**src/rtl/llr_slow_iq_collector_pkg.sv**
```systemverilog
// Shared constants for the LLR-side slow interface collector: sample/word widths,
// lane geometry of the two packers and the one-hot FSM encoding.
package llr_slow_pkg;

    localparam int DW          = 16;
    localparam int WORD_W      = 8 * DW;
    localparam int IQ_LANE_W   = 4 * DW;
    localparam int IQ_LANES    = WORD_W / IQ_LANE_W;
    localparam int NOISE_LANE_W = DW;
    localparam int NOISE_LANES  = WORD_W / NOISE_LANE_W;

    localparam logic [3:0] ST_IDLE    = 4'b0001;
    localparam logic [3:0] ST_COLLECT = 4'b0010;
    localparam logic [3:0] ST_FLUSH   = 4'b0100;
    localparam logic [3:0] ST_DONE    = 4'b1000;

    // One RE pair as it lands in an IQ word lane: {re1_q, re1_i, re0_q, re0_i}.
    function automatic logic [IQ_LANE_W-1:0] pack_iq_beat(
        input logic [DW-1:0] re0_i, input logic [DW-1:0] re0_q,
        input logic [DW-1:0] re1_i, input logic [DW-1:0] re1_q);
        return {re1_q, re1_i, re0_q, re0_i};
    endfunction

endpackage

```
**src/rtl/llr_slow_iq_collector_if.sv**
```systemverilog
// Slow PHY-to-LLR data bus: one strobe qualifies an RE pair and a noise sample.
interface llr_slow_iq_collector_if;
    import llr_slow_pkg::*;

    logic          data_strobe;
    logic [DW-1:0] re0_data_i;
    logic [DW-1:0] re0_data_q;
    logic [DW-1:0] re1_data_i;
    logic [DW-1:0] re1_data_q;
    logic [DW-1:0] noise_data;

    modport master (output data_strobe, re0_data_i, re0_data_q, re1_data_i, re1_data_q, noise_data);
    modport slave  (input  data_strobe, re0_data_i, re0_data_q, re1_data_i, re1_data_q, noise_data);

endinterface

```
**src/rtl/llr_lane_packer.sv**
```systemverilog
// Fills a word lane by lane from lane 0 upward; emits it one cycle after the last lane
// or, on flush, emits a partial word whose unused lanes are zero.
module llr_lane_packer #(
    parameter int LANE_W = 16,
    parameter int LANES  = 8
) (
    input  logic                     i_core_clk,
    input  logic                     i_rx_rstn,
    input  logic                     i_clear,
    input  logic                     i_shift,
    input  logic                     i_flush,
    input  logic [LANE_W-1:0]        i_lane,
    output logic                     o_full,
    output logic [LANE_W*LANES-1:0]  o_word
);

    localparam int IDX_W = (LANES > 1) ? $clog2(LANES) : 1;

    logic [LANES-1:0][LANE_W-1:0] lanes_q;
    logic [LANES-1:0][LANE_W-1:0] lanes_next;
    logic [IDX_W-1:0]             idx_q;

    // NOTE: assign the whole variable first so every path drives it and no latch is inferred.
    always_comb begin
        lanes_next        = lanes_q;
        lanes_next[idx_q] = i_lane;
    end

    // NOTE: the lane storage is reset too, so a flushed partial word always zero-fills
    // lanes that were never written; non-blocking assignments keep every register
    // updating from the pre-edge values.
    always_ff @(posedge i_core_clk or negedge i_rx_rstn) begin
        if (!i_rx_rstn) begin
            lanes_q <= '0;
            idx_q   <= '0;
            o_full  <= 1'b0;
            o_word  <= '0;
        end else begin
            o_full <= 1'b0;
            if (i_clear) begin
                lanes_q <= '0;
                idx_q   <= '0;
            end else if (i_shift) begin
                if (idx_q == IDX_W'(LANES - 1)) begin
                    o_word  <= lanes_next;
                    o_full  <= 1'b1;
                    lanes_q <= '0;
                    idx_q   <= '0;
                end else begin
                    lanes_q <= lanes_next;
                    idx_q   <= idx_q + 1'b1;
                end
            end else if (i_flush && (idx_q != '0)) begin
                o_word  <= lanes_q;
                o_full  <= 1'b1;
                lanes_q <= '0;
                idx_q   <= '0;
            end
        end
    end

endmodule

```
**src/rtl/llr_slow_iq_collector.sv**
```systemverilog
// LLR-side sink of the slow PHY interface: packs RE pairs into IQ words and decimated
// noise samples into noise words, tracks the per-user RE budget and flushes at user end.
module llr_slow_iq_collector
    import llr_slow_pkg::*;
#(
    parameter int CNT_W = 16
) (
    input  logic                    i_core_clk,
    input  logic                    i_rx_rstn,
    input  logic                    i_user_start,
    input  logic [CNT_W-1:0]        i_cur_user_re_amounts,
    input  logic [CNT_W-1:0]        i_user_iq_noise_rate,
    llr_slow_iq_collector_if.slave  phy,
    input  logic                    i_iq_fifo_full,
    input  logic                    i_noise_fifo_full,
    output logic                    o_iq_fifo_wr_en,
    output logic [WORD_W-1:0]       o_iq_fifo_wr_data,
    output logic                    o_noise_fifo_wr_en,
    output logic [WORD_W-1:0]       o_noise_fifo_wr_data,
    output logic                    o_busy,
    output logic                    o_user_done,
    output logic                    o_overflow
);

    logic [3:0]       state_q;
    logic [CNT_W-1:0] amounts_q;
    logic [CNT_W-1:0] half_rate_q;
    logic [CNT_W-1:0] re_cnt_q;
    logic [CNT_W-1:0] grp_cnt_q;

    logic             accept;
    logic             noise_take;
    logic             flush;
    logic [CNT_W:0]   re_next;
    logic             last_strobe;
    logic             iq_word_rdy;
    logic             noise_word_rdy;

    // A start pulse always wins: the strobe in that cycle belongs to no user.
    assign accept      = phy.data_strobe && (state_q == ST_COLLECT) && !i_user_start;
    assign re_next     = {1'b0, re_cnt_q} + (CNT_W+1)'(2);
    assign last_strobe = accept && (re_next >= {1'b0, amounts_q});
    assign noise_take  = accept && (grp_cnt_q == '0);
    assign flush       = (state_q == ST_FLUSH);

    always_ff @(posedge i_core_clk or negedge i_rx_rstn) begin
        if (!i_rx_rstn) begin
            state_q     <= ST_IDLE;
            amounts_q   <= '0;
            half_rate_q <= '0;
            re_cnt_q    <= '0;
            grp_cnt_q   <= '0;
        end else if (i_user_start) begin
            state_q     <= ST_COLLECT;
            amounts_q   <= i_cur_user_re_amounts;
            half_rate_q <= i_user_iq_noise_rate >> 1;
            re_cnt_q    <= '0;
            grp_cnt_q   <= '0;
        end else begin
            case (state_q)
                ST_COLLECT: begin
                    if (accept) begin
                        re_cnt_q  <= re_next[CNT_W-1:0];
                        grp_cnt_q <= (grp_cnt_q == half_rate_q - 1'b1) ? '0 : grp_cnt_q + 1'b1;
                        if (last_strobe) state_q <= ST_FLUSH;
                    end
                end
                ST_FLUSH: state_q <= ST_DONE;
                ST_DONE:  state_q <= ST_IDLE;
                default:  state_q <= ST_IDLE;
            endcase
        end
    end

    llr_lane_packer #(.LANE_W(IQ_LANE_W), .LANES(IQ_LANES)) u_iq_packer (
        .i_core_clk (i_core_clk),
        .i_rx_rstn  (i_rx_rstn),
        .i_clear    (i_user_start),
        .i_shift    (accept),
        .i_flush    (flush),
        .i_lane     (pack_iq_beat(phy.re0_data_i, phy.re0_data_q, phy.re1_data_i, phy.re1_data_q)),
        .o_full     (iq_word_rdy),
        .o_word     (o_iq_fifo_wr_data)
    );

    llr_lane_packer #(.LANE_W(NOISE_LANE_W), .LANES(NOISE_LANES)) u_noise_packer (
        .i_core_clk (i_core_clk),
        .i_rx_rstn  (i_rx_rstn),
        .i_clear    (i_user_start),
        .i_shift    (noise_take),
        .i_flush    (flush),
        .i_lane     (phy.noise_data),
        .o_full     (noise_word_rdy),
        .o_word     (o_noise_fifo_wr_data)
    );

    // A word meeting a full FIFO is dropped rather than stalled; the collector never backpressures.
    assign o_iq_fifo_wr_en    = iq_word_rdy && !i_iq_fifo_full;
    assign o_noise_fifo_wr_en = noise_word_rdy && !i_noise_fifo_full;

    always_ff @(posedge i_core_clk or negedge i_rx_rstn) begin
        if (!i_rx_rstn) begin
            o_overflow <= 1'b0;
        end else if (i_user_start) begin
            o_overflow <= 1'b0;
        end else if ((iq_word_rdy && i_iq_fifo_full) || (noise_word_rdy && i_noise_fifo_full)) begin
            o_overflow <= 1'b1;
        end
    end

    assign o_busy      = (state_q != ST_IDLE);
    assign o_user_done = (state_q == ST_DONE);

endmodule

```
**src/flat_wrapper.sv**
```systemverilog
// flat-port wrapper written by rule: the top's interface ports become plain ports
module llr_slow_iq_collector_flat import llr_slow_pkg::*;
#(
    parameter int CNT_W = 16
)
  (i_core_clk, i_rx_rstn, i_user_start, i_cur_user_re_amounts, i_user_iq_noise_rate, i_iq_fifo_full, i_noise_fifo_full, o_iq_fifo_wr_en, o_iq_fifo_wr_data, o_noise_fifo_wr_en, o_noise_fifo_wr_data, o_busy, o_user_done, o_overflow, phy_data_strobe, phy_re0_data_i, phy_re0_data_q, phy_re1_data_i, phy_re1_data_q, phy_noise_data);
  llr_slow_iq_collector_if phy_i ();
  input  logic i_core_clk;
  input  logic i_rx_rstn;
  input  logic i_user_start;
  input  logic [CNT_W-1:0] i_cur_user_re_amounts;
  input  logic [CNT_W-1:0] i_user_iq_noise_rate;
  input  logic i_iq_fifo_full;
  input  logic i_noise_fifo_full;
  output logic o_iq_fifo_wr_en;
  output logic [WORD_W-1:0] o_iq_fifo_wr_data;
  output logic o_noise_fifo_wr_en;
  output logic [WORD_W-1:0] o_noise_fifo_wr_data;
  output logic o_busy;
  output logic o_user_done;
  output logic o_overflow;
  input wire logic [$bits(phy_i.data_strobe)-1:0] phy_data_strobe;
  input wire logic [$bits(phy_i.re0_data_i)-1:0] phy_re0_data_i;
  input wire logic [$bits(phy_i.re0_data_q)-1:0] phy_re0_data_q;
  input wire logic [$bits(phy_i.re1_data_i)-1:0] phy_re1_data_i;
  input wire logic [$bits(phy_i.re1_data_q)-1:0] phy_re1_data_q;
  input wire logic [$bits(phy_i.noise_data)-1:0] phy_noise_data;
  assign phy_i.data_strobe = phy_data_strobe;
  assign phy_i.re0_data_i = phy_re0_data_i;
  assign phy_i.re0_data_q = phy_re0_data_q;
  assign phy_i.re1_data_i = phy_re1_data_i;
  assign phy_i.re1_data_q = phy_re1_data_q;
  assign phy_i.noise_data = phy_noise_data;
  llr_slow_iq_collector #(.CNT_W(CNT_W)) u_core (.i_core_clk(i_core_clk), .i_rx_rstn(i_rx_rstn), .i_user_start(i_user_start), .i_cur_user_re_amounts(i_cur_user_re_amounts), .i_user_iq_noise_rate(i_user_iq_noise_rate), .phy(phy_i), .i_iq_fifo_full(i_iq_fifo_full), .i_noise_fifo_full(i_noise_fifo_full), .o_iq_fifo_wr_en(o_iq_fifo_wr_en), .o_iq_fifo_wr_data(o_iq_fifo_wr_data), .o_noise_fifo_wr_en(o_noise_fifo_wr_en), .o_noise_fifo_wr_data(o_noise_fifo_wr_data), .o_busy(o_busy), .o_user_done(o_user_done), .o_overflow(o_overflow));
endmodule
```
**config.mk**
```make
export PLATFORM = sky130hd
export DESIGN_NAME = llr_slow_iq_collector_flat
export DESIGN_NICKNAME = d
export VERILOG_FILES = /design/src/rtl/llr_slow_iq_collector_pkg.sv /design/src/rtl/llr_slow_iq_collector_if.sv /design/src/rtl/llr_lane_packer.sv /design/src/rtl/llr_slow_iq_collector.sv /design/src/flat_wrapper.sv
export SDC_FILE = /design/constraint.sdc
export NUM_CORES = 1
export LEC_CHECK = 0
export CORE_ASPECT_RATIO = 1.2
export CORE_MARGIN = 2
export CORE_UTILIZATION = 31
export CTS_CLUSTER_SIZE = 20
export DETAILED_ROUTE_END_ITERATION = 6
export GPL_ROUTABILITY_DRIVEN = 0
export PLACE_DENSITY = 0.62
export SLEW_MARGIN = 20
export SYNTH_ARGS = -nofsm -noshare
export SYNTH_HDL_FRONTEND = slang
export SYNTH_SLANG_ARGS = --single-unit
```
**constraint.sdc**
```tcl
create_clock -name i_core_clk -period 3.8 [get_ports i_core_clk]
set_input_delay 0.76 -clock i_core_clk [delete_from_list [all_inputs] [get_ports i_core_clk]]
set_output_delay 0.76 -clock i_core_clk [all_outputs]
set_load 0.005 [all_outputs]
```
Word-level counts from Yosys, hierarchy flattened
Index checks and enable logic that the tools add are counted.
{"block": "op_classes", "reduce_logical": 29, "n_eq_ne": 10, "bitwise_logic": 1, "mux": 49, "n_addsub": 5, "n_lt_le_gt_ge": 5}
{"op": "$mux 128", "count": 14}
{"op": "$bwmux 128", "count": 2}
{"op": "$mux 16", "count": 8}
{"op": "$demux 64 s1", "count": 1}
{"op": "$mux 64", "count": 1}
{"op": "$demux 16 s3", "count": 1}
{"op": "$add 16x2->17 const B", "count": 1}
{"op": "$ge 17x16->1", "count": 1}
{"op": "$add 16x1->16 const B", "count": 1}
{"op": "$eq 16x16->1", "count": 1}
{"op": "$logic_not 16->1", "count": 1}
{"op": "$sub 15x1->16 const B", "count": 1}
{"op": "$mux 1", "count": 14}
{"op": "$logic_and 1x1->1", "count": 12}
{"op": "$mux 3", "count": 4}
{"op": "$mux 4", "count": 3}
{"op": "$reduce_bool 2->1", "count": 5}
{"op": "$reduce_bool 3->1", "count": 3}
{"op": "$pmux 4 s2", "count": 1}
{"op": "$ne 3x2->1 const B", "count": 2}
{"op": "$reduce_and 3->1", "count": 2}
{"op": "$eq 4x2->1 const B", "count": 1}
{"op": "$eq 4x3->1 const B", "count": 1}
{"op": "$eq 4x4->1 const B", "count": 1}
{"op": "other kinds (13)", "count": 17}
{"block": "word_totals", "regBits": 586, "word_cells": 121}

Depth between registers and ports, before layout
{"block": "logic_depth", "depth_word": 8, "depth_mapped": 14, "depth_no_buf": 14}

By module
From an unflattened synthesis, not the netlist that was laid out.
{"block": "unflattened", "cells_unflattened": 2330, "area_unflattened_um2": 27825.4}
{"module": "llr_lane_packer (u_core.u_noise_packer)", "area_each_um2": 13573.0, "seq_area_each_um2": 6506.2, "cells_each": 1220, "instances": 1}
{"module": "llr_lane_packer (u_core.u_iq_packer)", "area_each_um2": 9855.7, "seq_area_each_um2": 6456.2, "cells_each": 625, "instances": 1}
{"module": "llr_slow_iq_collector", "area_each_um2": 4396.7, "seq_area_each_um2": 1677.9, "cells_each": 485, "instances": 1}

Worst setup path before layout
No wires, ideal clock.
{"block": "synth_path", "path_kind": "register to register", "start": "register u_core.half_rate_q[0]", "end": "register u_core.grp_cnt_q[11]", "path_buffers": 1, "stages_incl_launch_ff": 12, "synth_period_minus_slack_ps": 2852, "arrival_ps": 2726, "setup_slack_ps": 948, "setup_time_ps": 126, "t_required_ps": 3674, "cell_sequence": "dfrtp_1 inv_1 ha_1 or4b_4 nor3_2 xnor2_1 nand4_1 a2111o_1 o31a_1 buf_6 and3_1 a221o_1"}
{"block": "synth_via", "elab_chain_cells": 6}
{"element": "from (decl)", "line": "llr_slow_iq_collector.sv:27", "rtl": "logic [CNT_W-1:0] half_rate_q;"}
{"element": "from (signal assigned)", "line": "llr_slow_iq_collector.sv:56", "rtl": "half_rate_q <= i_user_iq_noise_rate >> 1;"}
{"element": "$sub 15x1->16", "line": "llr_slow_iq_collector.sv:64", "rtl": "grp_cnt_q <= (grp_cnt_q == half_rate_q - 1'b1) ? '0 : grp_cnt_q + 1'b1;"}
{"element": "$eq 16x16->1", "line": "llr_slow_iq_collector.sv:64"}
{"element": "$mux 16", "line": "llr_slow_iq_collector.sv:64"}
{"element": "$mux 16", "line": "llr_slow_iq_collector.sv:62", "rtl": "if (accept) begin"}
{"element": "$mux 16", "line": "llr_slow_iq_collector.sv:60", "rtl": "case (state_q)"}
{"element": "$mux 16", "line": "llr_slow_iq_collector.sv:53", "rtl": "end else if (i_user_start) begin"}
{"element": "to (signal assigned)", "line": "llr_slow_iq_collector.sv:64"}
{"element": "to (decl)", "line": "llr_slow_iq_collector.sv:29", "rtl": "logic [CNT_W-1:0] grp_cnt_q;"}
Every way passes these cells. The select of a mux whose other input is x is not followed.
A chain may end at the register's enable or synchronous reset.

Worst setup path in the final report
Ends and elaborated chain as after synthesis.

==> impl_metrics.toml <==
[pwr]
power_switching_mw = 3.84
irDropWorstVdd_mv = 0.424
p_comb_share_pct = 12.1
seq_power_share_pct = 45.4
p_int_mw = 11.3
clkPwrFrac_pct = 42.5
powerDensity_nw_per_um2 = 482
p_leak_nw = 14.4
netSwitchingFraction_pct = 25.4

[yosys]
syn_avg_cell_area_um2 = 10.4
ys_seq_area_share_pct = 60.5
synth_ff_type = "dfrtp_1"
ys_ff_latch = 585
syn_inst = 2325
synth_edf_count = 0
post_synth_num_cell_types = 54
synth_top_area_cell = "dfrtp_1"
synthesis.nets = 2465
yosysWarnings = 0
synthesis.area_um2 = 24200
ys_top_cells_by_area = "dfrtp_1 (60%), nand2_1 (9.1%), a22o_1 (7.3%)"
synthTopCellsByCount = "nand2_1 (589), dfrtp_1 (584), a22o_1 (201)"
yosysMostFrequentCell = "nand2_1"
async_flop_share_pct = 100
synth_top_area_share_pct = 60.4

[sta]
finalWorstSetupSlack_ns = 0.351
min_period_over_period_pct = 90.8
fin_setup_tns_ns = 0
fin_crit_ns = 3.45
rsz0062_at_grt = "false"
max-slew-margin-rel_pct = 23.4
hold_viol = 0
setup_viol = 0
skew_ns = 0.0147
slew_violations = 0
tightest_slew_ns = 1.15
max_freq_ghz = 0.290

[global_route]
first_global_vias = 18400
track_usage_pct = 17.5
gr-total-overflow = 0
antenna_found_initial = 0
grt_pass1_wl_um = 110000
grt_max_degree = 193

[flow_run]
cap_viol_max_count = 0

[floorplan]
core_um2 = 77500
dieArea_um2 = 80300
rows = 112
die_y_um = 310
io_pins = 379
start_util_pct = 31.2
die_w_um = 259

[worst_setup_path]
r2r_setup_slack_ns = 0.35
criticalPathCategory = "flip-flop to flip-flop"
path_max_fanout = 29
end_kind = "flip-flop"
start_kind = "flip-flop"
cp.required_ns = 4.30
cp_data_arrival_time_ns = 3.95

[clock_tree]
cts_setup_buffers = 0
holdBufCountCts = 0
clkTransAtPathRegs_ns = 0.06
tritoncts = "yes"
htree_levels = 2
insertion_delay_ns = 0.63
root_buffer = "clkbuf_16"
ctsResizeCount = 0
clock-sinks = 585
cts_buffers = 61
cts_buffer_depth = 3

[finish]
nFillCells = 7521
multiInputGateArea_um2 = 8790
area_growth_pct = 29.7
diodes = 0
ff_latch_area_um2 = 14600
nets = 2793
drive_above_1_share_pct = 7.36

[routing]
drc = 0
routed_wl_um = 70600
final_antenna_net_count = 0
dr.pass1.iters = 5
via_per_inst = 4.88
wl_per_cell_um = 18.9
vias = 18200
drt_iter0_markers = 1395

[placed_design]
hpwl_um = 46600
pre_cts_ws_ns = 0.362
port_buffers = 377

[status]
status = "complete, no violations"

[min_path]
hold_class = "input pin to async pin"
## worst max-delay path, stage by stage, from the launching register on
cell	delay [ns]
dfrtp_1	0.44
inv_1	0.12
ha_1	0.25
or4b_4	0.52
nor3_2	0.18
xnor2_1	0.16
nand4_1	0.11
a2111o_1	0.35
o31a_1	0.60
and3_1	0.32
a221o_1	0.26
## kinds of logic after synthesis
kind of cell | synth area share, %
flip-flops | 60.5
adder cells (fa/ha/maj) | 1.14
buffers and inverters | 3.37
XOR/XNOR | 1.34
AND/OR/NAND/NOR | 16.2
multiplexers | 3.43
AO/OA/AOI/OAI | 14.1
## cell type report
| cell class | count | share of cell area [%] |
|---|---|---|
| flip-flops and latches | 585 | 46.6 |
| multi-input cells | 1540 | 28.0 |
| repair buffers | 438 | 14.1 |
| clock buffers | 85 | 5.63 |
| well taps | 1026 | 4.09 |
| clock inverters | 27 | 1.28 |
| inverters | 27 | 0.323 |
## metrics by stage
step	instance area (µm²)	hold WS (ns)	instances	utilization (%)	total power, mW
2_1_floorplan	24200	0.440	2325	-	7.67
3_3_place_gp	29200	0.448	3616	37.7	8.81
3_5_place_dp	29200	0.449	3616	37.7	8.84
4_1_cts	31400	0.124	3728	40.5	15.3
5_1_grt	31400	0.155	3728	40.5	15.8
6_report	31400	0.137	3728	40.5	15.1
## sequential cells by signal (all words and copies together) (netlist names), 4 cells and up
| signal | flops |
|---|---|
| u_core.u_iq_packer.lanes_q | 128 |
| u_core.re_cnt_q | 15 |
| u_core.half_rate_q | 15 |
| u_core.u_noise_packer.o_word | 128 |
| u_core.u_iq_packer.o_word | 128 |
| u_core.state_q | 4 |
| u_core.amounts_q | 16 |
| u_core.grp_cnt_q | 16 |
| u_core.u_noise_packer.lanes_q | 128 |
## power groups by stage
stage	Clock, mW	Sequential, mW	Combinational (mW)
2_1_floorplan	0	6.93	0.742
3_3_place_gp	0	6.97	1.85
3_5_place_dp	0	6.97	1.86
4_1_cts	6.61	6.86	1.87
5_1_grt	6.87	6.91	2.03
6_report	6.43	6.86	1.83
## metal layers
metal | global-route usage [%] | vias up | routed length, µm
met4 | 5.28 | 0 | 1980
met3 | 4.23 | 96 | 5040
met2 | 28.6 | 547 | 33200
met5 | 0 | - | 0
li1 | - | 8614 | -
met1 | 22.8 | 8943 | 30400
## cell usage in the layout, fill, tap and decap left out, drive strengths merged, types with 15 or more instances in the layout
cell type,synthesis,layout
clkdlybuf4s50,0,375
o21ai,95,95
buf,70,63
nand3,25,25
mux2,15,15
nand2,589,589
mux2i,66,66
xor2,16,16
xnor2,21,21
inv,27,32
and2,68,68
nor2,169,169
ha,22,22
a31oi,142,142
clkbuf,103,85
a22o,201,201
dfrtp,584,584
## final timing paths
check | cells past startpoint | start | endpoint
max reg2reg | 10 | u_core.half_rate_q[0]$_DFFE_PN0P_ | u_core.grp_cnt_q[11]$_DFFE_PN0P_
min in group i_core_clk | 2 | u_core.u_iq_packer.lanes_q[48]$_DFFE_PN0P_ | u_core.u_iq_packer.o_word[48]$_DFFE_PN0P_
min reg2reg | 2 | u_core.u_iq_packer.lanes_q[48]$_DFFE_PN0P_ | u_core.u_iq_packer.o_word[48]$_DFFE_PN0P_
min | 1 | i_rx_rstn | u_core.u_noise_packer.o_word[78]$_DFFE_PN0P_
max in group asynchronous | 2 | i_rx_rstn | u_core.state_q[0]$_DFFE_PN1P_
max | 10 | u_core.half_rate_q[0]$_DFFE_PN0P_ | u_core.grp_cnt_q[11]$_DFFE_PN0P_
Note: power is estimated with default switching activity, not from simulation.
